===== config.mk =====
export PLATFORM = sky130hd
export DESIGN_NAME = rle_zero_decoder
export DESIGN_NICKNAME = d
export VERILOG_FILES = /design/src/rtl/rle_pkg.sv /design/src/rtl/rle_coef_out_reg.sv /design/src/rtl/rle_zero_decoder.sv
export SDC_FILE = /design/constraint.sdc
export NUM_CORES = 1
export LEC_CHECK = 0
export ABC_AREA = 1
export BUFFER_PORTS_ARGS = -buffer_cell sky130_fd_sc_hd__buf_2
export CAP_MARGIN = 20
export CORE_ASPECT_RATIO = 0.5
export CORE_UTILIZATION = 32
export DETAILED_ROUTE_END_ITERATION = 7
export MAX_ROUTING_LAYER = met4
export PLACE_DENSITY = 0.53
export SYNTH_ARGS = -nofsm -noshare
export SYNTH_HDL_FRONTEND = slang
export SYNTH_HIERARCHICAL = 1
export SYNTH_SLANG_ARGS = --single-unit

===== constraint.sdc =====
create_clock -name clk -period 2.4 [get_ports clk]
set_clock_uncertainty 0.2 [all_clocks]
set_input_delay 0.12 -clock clk [delete_from_list [all_inputs] [get_ports clk]]
set_output_delay 0.12 -clock clk [all_outputs]
set_load 0.005 [all_outputs]

===== src/rtl/rle_pkg.sv =====
// Shared constants and types for the zero-run RLE encoder/decoder pair.
package rle_pkg;

  localparam int DATA_W    = 8;
  localparam int RUN_W     = 6;
  localparam int BLOCK_LEN = 64;
  localparam int POS_W     = $clog2(BLOCK_LEN);

  localparam logic [POS_W-1:0] POS_LAST  = POS_W'(BLOCK_LEN - 1);
  localparam logic [RUN_W:0]   RUN_LIMIT = (RUN_W + 1)'(BLOCK_LEN - 1);

  typedef enum logic [1:0] {
    IDLE  = 2'd0,
    ZEROS = 2'd1,
    DATA  = 2'd2,
    FILL  = 2'd3
  } dec_state_e;

  typedef struct packed {
    logic              eob;
    logic [RUN_W-1:0]  run;
    logic [DATA_W-1:0] data;
  } rle_sym_t;

  // Zeros still owed after the first EOB zero lands at position pos.
  function automatic logic [RUN_W-1:0] fill_count(input logic [POS_W-1:0] pos);
    return RUN_W'(POS_LAST - pos);
  endfunction

endpackage


===== src/rtl/rle_coef_out_reg.sv =====
// Registered coefficient output stage with valid/ready hold and the advance term.
module rle_coef_out_reg
  import rle_pkg::*;
(
  input  logic              clk,
  input  logic              rst_n,
  input  logic              load,
  input  logic [DATA_W-1:0] load_data,
  input  logic              load_last,
  input  logic              coef_ready,
  output logic              adv,
  output logic              coef_valid,
  output logic [DATA_W-1:0] coef_data,
  output logic              coef_last
);

  assign adv = !coef_valid || coef_ready;

  // Output register: refilled on adv, otherwise held for the stalled consumer.
  always_ff @(posedge clk or negedge rst_n) begin
    if (!rst_n) begin
      coef_valid <= 1'b0;
      coef_data  <= {DATA_W{1'b0}};
      coef_last  <= 1'b0;
    end else if (adv) begin
      coef_valid <= load;
      if (load) begin
        coef_data <= load_data;
        coef_last <= load_last;
      end else begin
        coef_last <= 1'b0;
      end
    end
  end

endmodule


===== src/rtl/rle_zero_decoder.sv =====
// Expands (zero-run, value) symbols into a flat 64-coefficient block stream.
// Optional statistics counters are enabled with the RLE_DEC_STATS_EN macro.
module rle_zero_decoder
  import rle_pkg::*;
(
  input  logic              clk,
  input  logic              rst_n,
  input  logic              sym_valid,
  output logic              sym_ready,
  input  logic [RUN_W-1:0]  sym_run,
  input  logic [DATA_W-1:0] sym_data,
  input  logic              sym_eob,
  output logic              coef_valid,
  input  logic              coef_ready,
  output logic [DATA_W-1:0] coef_data,
  output logic              coef_last,
  output logic              err
`ifdef RLE_DEC_STATS_EN
  ,
  output logic [15:0]       blk_cnt,
  output logic [7:0]        err_cnt
`endif
);

  dec_state_e        state_r;
  logic [POS_W-1:0]  pos_r;
  logic [RUN_W-1:0]  run_cnt_r;
  logic [DATA_W-1:0] hold_data_r;
  logic              err_r;

  rle_sym_t          sym_s;
  logic              adv_s;
  logic              accept_s;
  logic              overflow_s;
  logic              load_s;
  logic              load_last_s;
  logic [DATA_W-1:0] load_data_s;
  logic [RUN_W:0]    run_end_s;

  assign sym_s       = {sym_eob, sym_run, sym_data};
  assign sym_ready   = (state_r == IDLE) && adv_s;
  assign accept_s    = sym_valid && sym_ready;
  assign run_end_s   = (RUN_W + 1)'(pos_r) + (RUN_W + 1)'(sym_s.run);
  assign overflow_s  = (run_end_s > RUN_LIMIT);
  assign load_last_s = (pos_r == POS_LAST);
  assign err         = err_r;

  // Choose what the output stage loads this cycle; load only ever rises with adv.
  always_comb begin
    load_s      = 1'b0;
    load_data_s = {DATA_W{1'b0}};
    case (state_r)
      IDLE: begin
        if (accept_s && (sym_s.eob || !overflow_s)) begin
          load_s = 1'b1;
          if (!sym_s.eob && (sym_s.run == {RUN_W{1'b0}})) begin
            load_data_s = sym_s.data;
          end else begin
            load_data_s = {DATA_W{1'b0}};
          end
        end else begin
          load_s = 1'b0;
        end
      end
      ZEROS:   load_s = adv_s;
      FILL:    load_s = adv_s;
      DATA: begin
        load_s      = adv_s;
        load_data_s = hold_data_r;
      end
      default: load_s = 1'b0;
    endcase
  end

  // Decoder FSM, block position and run counter.
  always_ff @(posedge clk or negedge rst_n) begin
    if (!rst_n) begin
      state_r     <= IDLE;
      pos_r       <= {POS_W{1'b0}};
      run_cnt_r   <= {RUN_W{1'b0}};
      hold_data_r <= {DATA_W{1'b0}};
      err_r       <= 1'b0;
    end else begin
      err_r <= accept_s && !sym_s.eob && overflow_s;
      if (load_s) begin
        pos_r <= load_last_s ? {POS_W{1'b0}} : pos_r + POS_W'(1);
      end
      case (state_r)
        IDLE: begin
          if (accept_s) begin
            if (sym_s.eob) begin
              run_cnt_r <= fill_count(pos_r);
              state_r   <= load_last_s ? IDLE : FILL;
            end else if (!overflow_s && (sym_s.run != {RUN_W{1'b0}})) begin
              hold_data_r <= sym_s.data;
              run_cnt_r   <= sym_s.run - RUN_W'(1);
              state_r     <= (sym_s.run > RUN_W'(1)) ? ZEROS : DATA;
            end
          end
        end
        ZEROS: begin
          if (adv_s) begin
            run_cnt_r <= run_cnt_r - RUN_W'(1);
            if (run_cnt_r == RUN_W'(1)) state_r <= DATA;
          end
        end
        DATA: begin
          if (adv_s) state_r <= IDLE;
        end
        FILL: begin
          if (adv_s) begin
            run_cnt_r <= run_cnt_r - RUN_W'(1);
            if (run_cnt_r == RUN_W'(1)) state_r <= IDLE;
          end
        end
        default: state_r <= IDLE;
      endcase
    end
  end

  rle_coef_out_reg u_out (
    .clk        (clk),
    .rst_n      (rst_n),
    .load       (load_s),
    .load_data  (load_data_s),
    .load_last  (load_last_s),
    .coef_ready (coef_ready),
    .adv        (adv_s),
    .coef_valid (coef_valid),
    .coef_data  (coef_data),
    .coef_last  (coef_last)
  );

`ifdef RLE_DEC_STATS_EN
  logic [15:0] blk_cnt_r;
  logic [7:0]  err_cnt_r;

  // Completed-block and saturating overflow-error counters.
  always_ff @(posedge clk or negedge rst_n) begin
    if (!rst_n) begin
      blk_cnt_r <= 16'd0;
      err_cnt_r <= 8'd0;
    end else begin
      if (coef_valid && coef_ready && coef_last) blk_cnt_r <= blk_cnt_r + 16'd1;
      if (err_r && (err_cnt_r != 8'hFF)) err_cnt_r <= err_cnt_r + 8'd1;
    end
  end

  assign blk_cnt = blk_cnt_r;
  assign err_cnt = err_cnt_r;
`endif

endmodule


==> run_results.csv <==
group,metric,value,unit
drt,routed-via-count,2038,
layout,final_util,0.435,
global_route,gr-total-overflow,0,
critical_path,cp-end-kind,"flop",
synth,synthCells,291,
die,die_w,117,um
critical_path,cp-start-kind,"flop",
sta,slew_headroom,0.488,
critical_path,critPathKind,"flop to flop",
sta,finalHoldViolations,0,
global_route,grt_pass1_vias,1987,
global_route,grtUsageTotal,0.177,
drt,drcViolationCount,0,
drt,met3WireLength,190,um
die,core_area,6230,sq um
placed_design,dp_hpwl,4040,um
global_route,antenna_found_initial,0,
clock_network,path_clk_slew,0.06,ns
clock_network,root_buffer,"clkbuf_16",
synth,ys_seq_elements,33,
die,io_pins,31,
clock_network,numCtsBuffers,5,
layout,final_cell_mix,"nand2_1, nand3_1, dfrtp_1, buf_2, inv_1",
synth,synth_cell_types,30,
die,die_area,7000,sq um
layout,area_growth,27.2,%
power,p_leak,1.44,nW
power,ir_drop,0.000404,V
layout,drive_gt1_frac,0.183,
drt,routed.top_layer,"met4",
global_route,grt_max_degree,34,
power,p_total,3.25,mW
clock_network,clock_path_buffers,2,
placed_design,place_congestion,0.789,
outcome,status,"complete, no violations",
clock_network,cts_max_level,2,
sta,drv_slew,0,
drt,dr.pass1.iters,6,
synth,synth.avg_cell_area,7.31,sq um
clock_network,cts_tree,"built",
critical_path,arrival,2.19,ns
power,p_per_area,1200,nW/um^2
critical_path,path_max_fanout,10,
sta,fin_crit_sh,0.905,
clock_network,post_cts_buffers,0,
sta,finalSetupTns,0,ns
run,drv_cap,0,
die,die_h,59.7,um
sta,finalCriticalPeriod,2.17,ns
drt,ant_nets,0,
layout,layout_commonest_cell,"nand2_1",
sta,fmax,460,MHz
layout,diodes,0,
sta,final-setup-viol-count,0,
sta,tightest_slew,0.768,ns
drt,detail_route.wl_per_cell,12.3,um
drt,routed_wl,5320,um
worst_hold_path,hp-class,"input pin to flop",
die,start_util,0.342,
drt,wl_met1,2680,um
synth,synthesis.nets,321,
synth,yosysWarnings,6,
clock_network,cts.sinks,33,
critical_path,required,2.42,ns
synth,synthesis.area,2130,sq um
layout,nNetsFinal,373,
drt,vias_per_cell,4.72,
drt,wl_met2,2380,um
global_route,grt_pass1_wl,9230,um
die,placementRows,20,
placed_design,port_buffers,30,
sta,rsz0062_at_grt,"false",
drt,drtIter0Drc,100,
clock_network,clk_latency,0.28,ns
synth,ys_seq_area_frac,0.388,
-- critical path, cell delays in order, from the launching register on --
cell and delay [ns]:
dfrtp_1 0.37, ha_1 0.19, fa_1 0.36, nand2_1 0.08, nand3_1 0.10, nand2_1 0.15
nand2_2 0.16, buf_4 0.18, o21ai_1 0.12, nand3_1 0.11, nand2_1 0.09
-- routing by layer --
metal / global-route usage / vias to the layer above
met5: - / -
met4: 0.0464 / 0
met3: 0.0372 / 7
met2: 0.286 / 40
met1: 0.229 / 952
li1: - / 1039
-- stage by stage --
| stage | hold WS [ns] | setup WS [ns] | std cells | area (sq um) |
|---|---|---|---|---|
| finish | 0.131 | 0.227 | 432 | 2710 |
| global route | 0.170 | 0.0608 | 432 | 2710 |
| global placement | 0.0432 | 0.244 | 413 | 2420 |
| detailed placement | 0.0484 | 0.157 | 413 | 2420 |
| floorplan | -0.376 | 0.302 | 291 | 2130 |
| CTS | 0.128 | 0.148 | 432 | 2710 |
-- logic make-up after synthesis --
kind of cell,synth area share
AO/OA/AOI/OAI,0.0647
XOR/XNOR,0.0288
adder cells (fa/ha/maj),0.0682
buffers and inverters,0.0664
flip-flops,0.388
AND/OR/NAND/NOR,0.384
-- cell usage after synthesis, drive strengths merged --
cell | count | share of area
nand4 | 1 | 0.0029
ha | 10 | 0.059
o21ai | 19 | 0.045
o211ai | 1 | 0.0035
nand3 | 46 | 0.11
a21oi | 7 | 0.016
or2 | 1 | 0.0029
inv | 24 | 0.042
fa | 1 | 0.0094
xor2 | 5 | 0.021
dfrtp | 33 | 0.39
xnor2 | 2 | 0.0082
clkbuf | 2 | 0.0035
nand3b | 1 | 0.0035
nand2 | 106 | 0.20
buf | 5 | 0.019
nor2 | 23 | 0.053
nor3 | 3 | 0.012
clkinv | 1 | 0.0018
-- timing repair --
item	in CTS	in global routing
endpoints found under the setup margin	0	11
endpoints found under the hold margin	43	0
hold buffers	11	0
resized for setup	0	1
-- final timing paths --
kind | slack, ns | to | cells past startpoint | from
worst max-delay path | 0.23 | u_out/coef_data[2]$_DFFE_PN0P_ | 10 | pos_r[0]$_DFFE_PN0P_
max in group asynchronous | 1.25 | pos_r[5]$_DFFE_PN0P_ | 2 | rst_n
min in group asynchronous | 0.26 | u_out/coef_data[4]$_DFFE_PN0P_ | 2 | rst_n
worst min register to register | 0.26 | u_out/coef_data[5]$_DFFE_PN0P_ | 2 | u_out/coef_data[5]$_DFFE_PN0P_
worst min-delay path | 0.13 | run_cnt_r[4]$_DFFE_PN0P_ | 7 | sym_run[4]
worst max register to register | 0.23 | u_out/coef_data[2]$_DFFE_PN0P_ | 10 | pos_r[0]$_DFFE_PN0P_
-- flip-flops by register name, indices dropped and copies added (netlist names) --
name	cells
hold_data_r	8
u_out/coef_data	8
pos_r	6
run_cnt_r	6
state_r	2
err	1
u_out/coef_last	1
u_out/coef_valid	1
-- area by class of cell --
cell class                 instances  area, sq um
sequential                        33          826
clock buffer                       5          125
multi-input combinational        226         1160
clock inverter                     3         46.3
fill                             653         3520
timing repair buffer              52          343
inverter                          25         93.8
tap                               88          110
-- where the power goes --
group | internal, mW | switching (mW) | total, mW
logic | 0.589 | 0.918 | 1.51
registers | 0.816 | 0.189 | 1.01
clock network | 0.491 | 0.249 | 0.740
No activity file was read; power rests on OpenSTA's default activity.
